==> src/rtl/embedding_fetch.sv <==
// embedding_fetch: turns a stream of token indices into a stream of embedding
// vectors read from an external single-cycle-latency table. Each sequence is
// SEQ_LEN tokens long. A 3-entry FIFO absorbs returning reads. A credit check
// on accept (FIFO occupancy plus reads in flight) keeps the FIFO from
// overflowing, so tok_ready never depends on vec_ready.
module embedding_fetch #(
   parameter int DATA_WIDTH = 8,
   parameter int SEQ_LEN    = 16
) (
   input  logic                    clk,
   input  logic                    rst_n,
   input  logic                    start,
   output logic                    busy,
   output logic                    done,
   input  logic                    tok_valid,
   output logic                    tok_ready,
   input  logic [9:0]              tok_index,
   output logic                    tbl_read_enable,
   output logic [9:0]              tbl_index,
   input  logic [8*DATA_WIDTH-1:0] tbl_data,
   output logic                    vec_valid,
   input  logic                    vec_ready,
   output logic [8*DATA_WIDTH-1:0] vec_data,
   output logic [7:0]              vec_pos,
   output logic                    vec_last
);

   localparam int         VW       = 8 * DATA_WIDTH;
   localparam logic [8:0] SEQ_N    = 9'(SEQ_LEN);
   localparam logic [7:0] LAST_POS = 8'(SEQ_LEN - 1);

   typedef enum logic [1:0] {IDLE, RUN, DRAIN, DONE} state_e;

   state_e          state_q, state_d;
   logic [8:0]      issue_q, issue_d;
   logic [8:0]      acc_q, acc_d;
   logic            rd_pend_q;
   logic [7:0]      rd_pos_q;
   logic [VW-1:0]   fifo_data_q [0:2];
   logic [7:0]      fifo_pos_q  [0:2];
   logic [1:0]      wr_ptr_q, rd_ptr_q, cnt_q;
   logic            tok_hs, push, pop;

   function automatic logic [1:0] inc3(input logic [1:0] p);
      return (p == 2'd2) ? 2'd0 : p + 2'd1;
   endfunction

   // Credit: FIFO entries plus the read in flight must leave a free slot.
   assign tok_ready = (state_q == RUN) && (issue_q < SEQ_N) &&
                      (({1'b0, cnt_q} + {2'b00, rd_pend_q}) < 3'd3);
   assign tok_hs          = tok_valid & tok_ready;
   assign tbl_read_enable = tok_hs;
   assign tbl_index       = tok_index;

   assign push      = rd_pend_q;
   assign vec_valid = (cnt_q != 2'd0);
   assign pop       = vec_valid & vec_ready;
   assign vec_data  = fifo_data_q[rd_ptr_q];
   assign vec_pos   = fifo_pos_q[rd_ptr_q];
   assign vec_last  = vec_valid && (vec_pos == LAST_POS);

   assign busy = (state_q == RUN) || (state_q == DRAIN);
   assign done = (state_q == DONE);

   // Next state and counters; DONE is entered in the cycle after the last pop.
   always_comb begin
      state_d = state_q;
      issue_d = issue_q + 9'(tok_hs);
      acc_d   = acc_q + 9'(pop);
      case (state_q)
         IDLE: begin
            if (start) begin
               state_d = RUN;
               issue_d = '0;
               acc_d   = '0;
            end
         end
         RUN:     if (issue_d == SEQ_N) state_d = DRAIN;
         DRAIN:   if (acc_d == SEQ_N)   state_d = DONE;
         DONE:    state_d = IDLE;
         default: state_d = IDLE;
      endcase
   end

   // FSM state, sequence counters and the one-deep read-in-flight tracker.
   always_ff @(posedge clk or negedge rst_n) begin
      if (!rst_n) begin
         state_q   <= IDLE;
         issue_q   <= '0;
         acc_q     <= '0;
         rd_pend_q <= 1'b0;
         rd_pos_q  <= '0;
      end else begin
         state_q   <= state_d;
         issue_q   <= issue_d;
         acc_q     <= acc_d;
         rd_pend_q <= tok_hs;
         rd_pos_q  <= issue_q[7:0];
      end
   end

   // Three-entry FIFO of {data, position}; table data is captured only when a read was issued.
   always_ff @(posedge clk or negedge rst_n) begin
      if (!rst_n) begin
         wr_ptr_q <= '0;
         rd_ptr_q <= '0;
         cnt_q    <= '0;
         for (int i = 0; i < 3; i++) begin
            fifo_data_q[i] <= '0;
            fifo_pos_q[i]  <= '0;
         end
      end else begin
         if (push) begin
            fifo_data_q[wr_ptr_q] <= tbl_data;
            fifo_pos_q[wr_ptr_q]  <= rd_pos_q;
            wr_ptr_q              <= inc3(wr_ptr_q);
         end
         if (pop) rd_ptr_q <= inc3(rd_ptr_q);
         case ({push, pop})
            2'b10:   cnt_q <= cnt_q + 2'd1;
            2'b01:   cnt_q <= cnt_q - 2'd1;
            default: cnt_q <= cnt_q;
         endcase
      end
   end

endmodule

==> config.mk <==
export PLATFORM = sky130hd
export DESIGN_NAME = embedding_fetch
export DESIGN_NICKNAME = d
export VERILOG_FILES = /design/src/rtl/embedding_fetch.sv
export SDC_FILE = /design/constraint.sdc
export NUM_CORES = 1
export LEC_CHECK = 0
export ABC_AREA = 1
export CAP_MARGIN = 20
export CORE_MARGIN = 2
export CORE_UTILIZATION = 30
export CTS_CLUSTER_DIAMETER = 80
export CTS_CLUSTER_SIZE = 25
export DETAILED_ROUTE_END_ITERATION = 8
export GPL_ROUTABILITY_DRIVEN = 0
export GPL_TIMING_DRIVEN = 0
export PLACE_DENSITY = 0.54
export SYNTH_ARGS = -nofsm -noshare
export SYNTH_HDL_FRONTEND = slang
export SYNTH_SLANG_ARGS = --single-unit
==> constraint.sdc <==
create_clock -name clk -period 4.6 [get_ports clk]
set_input_delay 1.15 -clock clk [delete_from_list [all_inputs] [get_ports clk]]
set_output_delay 1.15 -clock clk [all_outputs]
set_load 0.03 [all_outputs]
Word level (Yosys, flattened, before mapping)
Index checks and enable logic that the tools add are counted.

$add $sub $neg: 7. $mul: 0. Div/mod/pow operators: 0. $lt $le $gt $ge: 5. Equality and inequality tests: 13. Shift operators: 0. Muxes and demuxes: 23. Bitwise operators: 4. Reduce and logical (&&, ||, !) cells: 9.

Operators with widths (number): $bwmux W192 (1); $mux W64 (3); $bmux W64 S2 (1); $demux W64 S2 (1); $mux W9 (4); $bwmux W24 (1); $mux W8 (3); $add A9 B1 Y9 (2); $eq A9 B5 Y1 const B (2); $bmux W8 S2 (1); $demux W8 S2 (1); $eq A2 B2 Y1 const B (5); $mux W2 (5); $lt A9 B5 Y1 const B (1); $eq A8 B4 Y1 const B (1); $pmux W2 S4 (1); $add A2 B1 Y2 const B (3); $ge A3 B3 Y1 const B (2); $not A2 Y3 (2); $eq A2 B1 Y1 const B (2); $logic_and A1 B1 Y1 (4); $ne A2 B1 Y1 const B (2); $pmux W2 S2 (1); $reduce_bool A2 Y1 (2); 9 further kinds (10).

Register bits: 251. Latch bits: 0. RAM bits: 0. Bits in read-only memories: 0. Bits of input ports: 79. Output and inout port bits: 88. Memories: 0.

Longest topological paths before layout
Word-level depth: 8. Gate-level depth with buffers: 19. Mapped depth without buffers: 19.

Worst setup path before layout
OpenSTA, ideal clock, no wires.

Path kind: register to register. From: register cnt_q[0]. To: register state_q[1]. Arrival time: 3.368 ns. Path slack: 1.114 ns. Cell stages (with the launch flop): 20. Buffers on the path: 0. Clock period less this slack: 3.486 ns. Path through: dfrtp_1 > ha_1 > ha_1 > nand2_1 > nand4_1 > nor3_1 > and2_1 > ha_1 > ha_1 > nand2_2 > nor2_4 > nand2_1 > nand2_1 > nand2_1 > nor2_1 > nand3_1 > nand2_1 > nand3_2 > nand2_1 > nand2_1.

Word-level cells in the longest chain between the ends: 8.

Ends and longest elaborated chain: start: declaration (RTL line 41) `logic [1:0] wr_ptr_q, rd_ptr_q, cnt_q;`; start signal: assignment (RTL line 120) `2'b10: cnt_q <= cnt_q + 2'd1;`; start signal: assignment (RTL line 121) `2'b01: cnt_q <= cnt_q - 2'd1;`; start signal: assignment (RTL line 122) `default: cnt_q <= cnt_q;`; $add A2 B1 Y3 (RTL line 50) `(({1'b0, cnt_q} + {2'b00, rd_pend_q}) < 3'd3);`; $lt A3 B2 Y1 (RTL line 50); $logic_and A1 B1 Y1 (RTL line 49) `assign tok_ready = (state_q == RUN) && (issue_q < SEQ_N) &&`; named net tok_ready (RTL line 16) `output logic tok_ready,`; $and A1 B1 Y1 (RTL line 51) `assign tok_hs = tok_valid & tok_ready;`; named net tbl_read_enable (RTL line 18) `output logic tbl_read_enable,`; $add A9 B1 Y9 (RTL line 68) `issue_d = issue_q + 9'(tok_hs);`; $eq A9 B5 Y1 (RTL line 78) `RUN: if (issue_d == SEQ_N) state_d = DRAIN;`; $ne A2 B1 Y1 (no source line); $reduce_and A3 Y1 (no source line); end signal: assignment (RTL line 94) `state_q <= state_d;`; end: declaration (RTL line 34) `state_e state_q, state_d;`.

The timed path passes the listed nets, and every way through them passes these cells. A chain may end at the register's enable or synchronous reset.

Worst setup path in the final report
From: register rd_ptr_q[0]. To: output vec_data[45].

Word-level cells in the longest chain between the ends: 4.

Ends and longest elaborated chain: start: declaration (RTL line 41); start signal: assignment (RTL line 118) `if (pop) rd_ptr_q <= inc3(rd_ptr_q);`; $not A2 Y3 (implied by the code) (RTL line 58) `assign vec_data = fifo_data_q[rd_ptr_q];`; $bmux W64 S2 (RTL line 58); $mux W64 (implied by the code) (2 in a row) (RTL line 58); end: declaration (RTL line 23) `output logic [8*DATA_WIDTH-1:0] vec_data,`.

No other way between the ends. The select of a mux whose other input is x is not followed.

==> flow_metrics.py <==
metrics = {
    "synth": {
        "yosysUniqueCellTypes": 28,
        "synth_adder_area_share_pct": 1.38,
        "synth_compound_area_share_pct": 10.6,
        "syn_avg_cell_area_um2": 8.37,
        "syn_nets": 1394,
        "synth_warnings": 0,
        "synth_area_leaders": "dfrtp_1, nand2_1, o21ai_0",
        "synth_top_family_by_area": "simple AND/OR/NAND/NOR gates",
        "ys_seq_elements": 251,
        "yosys-top-cells-count": "nand2_1, dfrtp_1, o21ai_0",
        "synth_edf_count": 0,
        "syn_inst": 1303,
        "yosys.area_share.simple_pct": 23.3,
        "synth_top_area_cell": "dfrtp_1",
        "synth_area_um2": 10900,
        "synth_top_area_share_pct": 57.6,
        "synth.most_common_cell": "nand2_1",
        "synth_mux_area_share_pct": 0,
        "synthArstFlopShare_pct": 100,
        "ys_seq_area_share_pct": 57.6,
        "synth_top_flop_cell": "dfrtp_1",
        "synth_xor_area_share_pct": 0.161,
    },
    "cts": {
        "clock_sinks": 251,
        "worst_skew_pair.late_latency_ns": 0.50,
        "post_cts_buffers": 0,
        "post_cts_resized": 0,
        "clock_path_buffers": 3,
        "path_clk_slew_ns": 0.10,
        "numCtsBuffers": 15,
        "clockRootBuffer": "clkbuf_16",
        "cts_tree": "built",
        "htreeDepth": 1,
        "holdBufCountCts": 0,
    },
    "global_routing": {
        "antenna_found_initial": 0,
        "gr-usage-all-layers_pct": 16.5,
        "grt_start_max_net_pins": 88,
        "first_global_vias": 8979,
        "grt_pass1_wl_um": 50000,
        "grt.overflow.total": 0,
    },
    "min_path": {
        "hold_depth": 0,
        "hp-class": "reg -> reg",
        "whs_endpoint": "rd_pos_q[0]$_DFF_PN0_",
        "min_from": "issue_q[0]$_DFF_PN0_",
    },
    "detailed_routing": {
        "totalWireLength_um": 31000,
        "drc": 0,
        "vias": 9099,
        "wl_per_cell_um": 15.9,
        "initialDrtViolationCount": 519,
        "vias_per_cell": 4.68,
        "drt_pass1_iterations": 4,
        "drtAntennaViolNets": 0,
    },
    "sta": {
        "setup_ws_ns": 0.358,
        "rsz0062_at_grt": "no",
        "hold_viol": 0,
        "tightestPinTransition_ns": 0.678,
        "skew_ns": 0.0219,
        "setup_viol": 0,
        "drv_slew": 0,
        "min_period_ns": 4.24,
        "holdWs_ns": 0.408,
        "post-route-period-util_pct": 92.2,
        "fmax_ghz": 0.236,
        "relSlewSlack_pct": 54.8,
    },
    "worst_setup_path": {
        "critPathCaptureType": "primary output",
        "r2r_slack_ns": 1.48,
        "cp_cell_sequence": "inv_1, nand2_1, inv_2, buf_2, clkbuf_1, nand2_1, nand3_1, clkdlybuf4s50_1",
        "cp_max_fo": 10,
        "cp_common_cell": "nand2_1",
        "cp-startpoint": "rd_ptr_q[0]$_DFFE_PN0P_",
        "critical_path_class": "reg -> out",
        "worst_path_max_delay_cell": "clkdlybuf4s50_1",
        "start_kind": "register",
        "reg2regPathDepth": 19,
        "critPathArrivalTime_ns": 3.09,
        "critPathMaxStageDelay_ns": 0.74,
        "required_ns": 3.45,
        "r2r_end": "state_q[1]$_DFFE_PN0P_",
        "rr_startpoint": "cnt_q[0]$_DFFE_PN0P_",
    },
    "die": {
        "die_h_um": 195,
        "die_x_um": 195,
        "start_util_pct": 30.6,
        "io_pins": 167,
        "row_count": 69,
        "fp.dieArea_um2": 37900,
        "core_um2": 35700,
    },
    "finish": {
        "area_growth_syn_to_layout_pct": 24.8,
        "finalNetCount": 1569,
        "drive_gt1_share_pct": 5.66,
        "fin_cells": 1946,
        "fin_util_pct": 38.2,
        "nFillCells": 3734,
        "diodes": 0,
    },
    "pwr": {
        "power_density_nw_per_um2": 729,
        "p_sw_uw": 4240,
        "ir_drop_v": 0.000335,
        "pwr-share-comb_pct": 47.8,
        "finalPower_uw": 9920,
        "p_seq_share_pct": 36.7,
        "p_clk_share_pct": 15.5,
        "p_int_uw": 5680,
        "power_leakage_uw": 0.00657,
        "switching_share_pct": 42.8,
    },
    "flow_run": {
        "maxCapViolations": 0,
    },
    "status": {
        "status": "completed",
    },
    "place": {
        "place_ws_ns": 0.871,
        "dp.cells": 1922,
        "placement.io_buffers": 156,
        "dp_hpwl_um": 20900,
    },
}
## stage by stage
stage          TNS [ns]  cell area [um2]
3_5_place_dp          0            13100
6_report              0            13600
2_1_floorplan         0            10900
3_3_place_gp   -2225.22            13000
5_1_grt               0            13600
4_1_cts               0            13600
## worst max path at each step
stage | slack, ns | to
3_3_place_gp | -8.90 | fifo_data_q[16]$_DFFE_PN0P_
2_1_floorplan | 1.11 | state_q[1]$_DFFE_PN0P_
6_report | 0.36 | vec_data[45]
5_1_grt | 0.18 | vec_data[45]
4_1_cts | 0.32 | vec_data[45]
3_5_place_dp | 0.87 | vec_data[45]
## placed cells by master, fill, tap and decap left out, types with 15 or more instances in the layout
cell type,n
dfrtp_1,251
nor2_1,32
buf_2,35
clkdlybuf4s50_1,155
nand3_1,86
inv_1,101
o21ai_0,220
clkbuf_1,32
nand2_1,481
clkbuf_16,15
## power groups by stage
| stage | registers [uW] | logic [uW] | clock network (uW) |
|---|---|---|---|
| after CTS | 3630 | 4820 | 1600 |
| after global placement | 3660 | 4740 | 0 |
| final | 3640 | 4740 | 1540 |
| after detailed placement | 3670 | 4800 | 0 |
| after floorplan | 3560 | 2940 | 0 |
| after global routing | 3760 | 5230 | 1680 |
## layer usage
| metal | global-route usage, % | share of wire (%) | up-vias |
|---|---|---|---|
| li1 | - | - | 4467 |
| met1 | 23.4 | 48 | 4423 |
| met2 | 27.0 | 46 | 181 |
| met3 | 2.20 | 4.1 | 28 |
| met4 | 3.25 | 1.8 | 0 |
| met5 | 0 | 0 | - |
## final cells by class
| cell class | instances | area [um2] | share of cell area [%] |
|---|---|---|---|
| Clock buffer | 17 | 393 | 2.89 |
| Multi-Input combinational cell | 871 | 3870 | 28.4 |
| Tap cell | 461 | 577 | 4.24 |
| Clock inverter | 7 | 111 | 0.818 |
| Timing Repair Buffer | 158 | 1620 | 11.9 |
| Buffer | 78 | 374 | 2.75 |
| Inverter | 103 | 387 | 2.84 |
| Sequential cell | 251 | 6280 | 46.1 |
## critical path, delay by kind of cell, from the launching register on
kind,cells,cell delay (ns)
buffers and inverters,5,1.85
flip-flops,1,0.40
AND/OR/NAND/NOR,3,0.33
## sequential cells by signal (all words and copies together) (netlist names), 8 cells and up
register     flops
issue_q          9
rd_pos_q         8
fifo_pos_q      24
acc_q            9
fifo_data_q    192
## cell families (layout without fill, tap and decap cells)
| kind of cell | count (synthesis) | after routing |
|---|---|---|
| AND/OR/NAND/NOR | 626 | 626 |
| XOR/XNOR | 2 | 2 |
| flip-flops | 251 | 251 |
| buffers and inverters | 181 | 363 |
| AO/OA/AOI/OAI | 231 | 231 |
| adder cells (fa/ha/maj) | 12 | 12 |
Note: power is estimated with default switching activity, not from simulation.
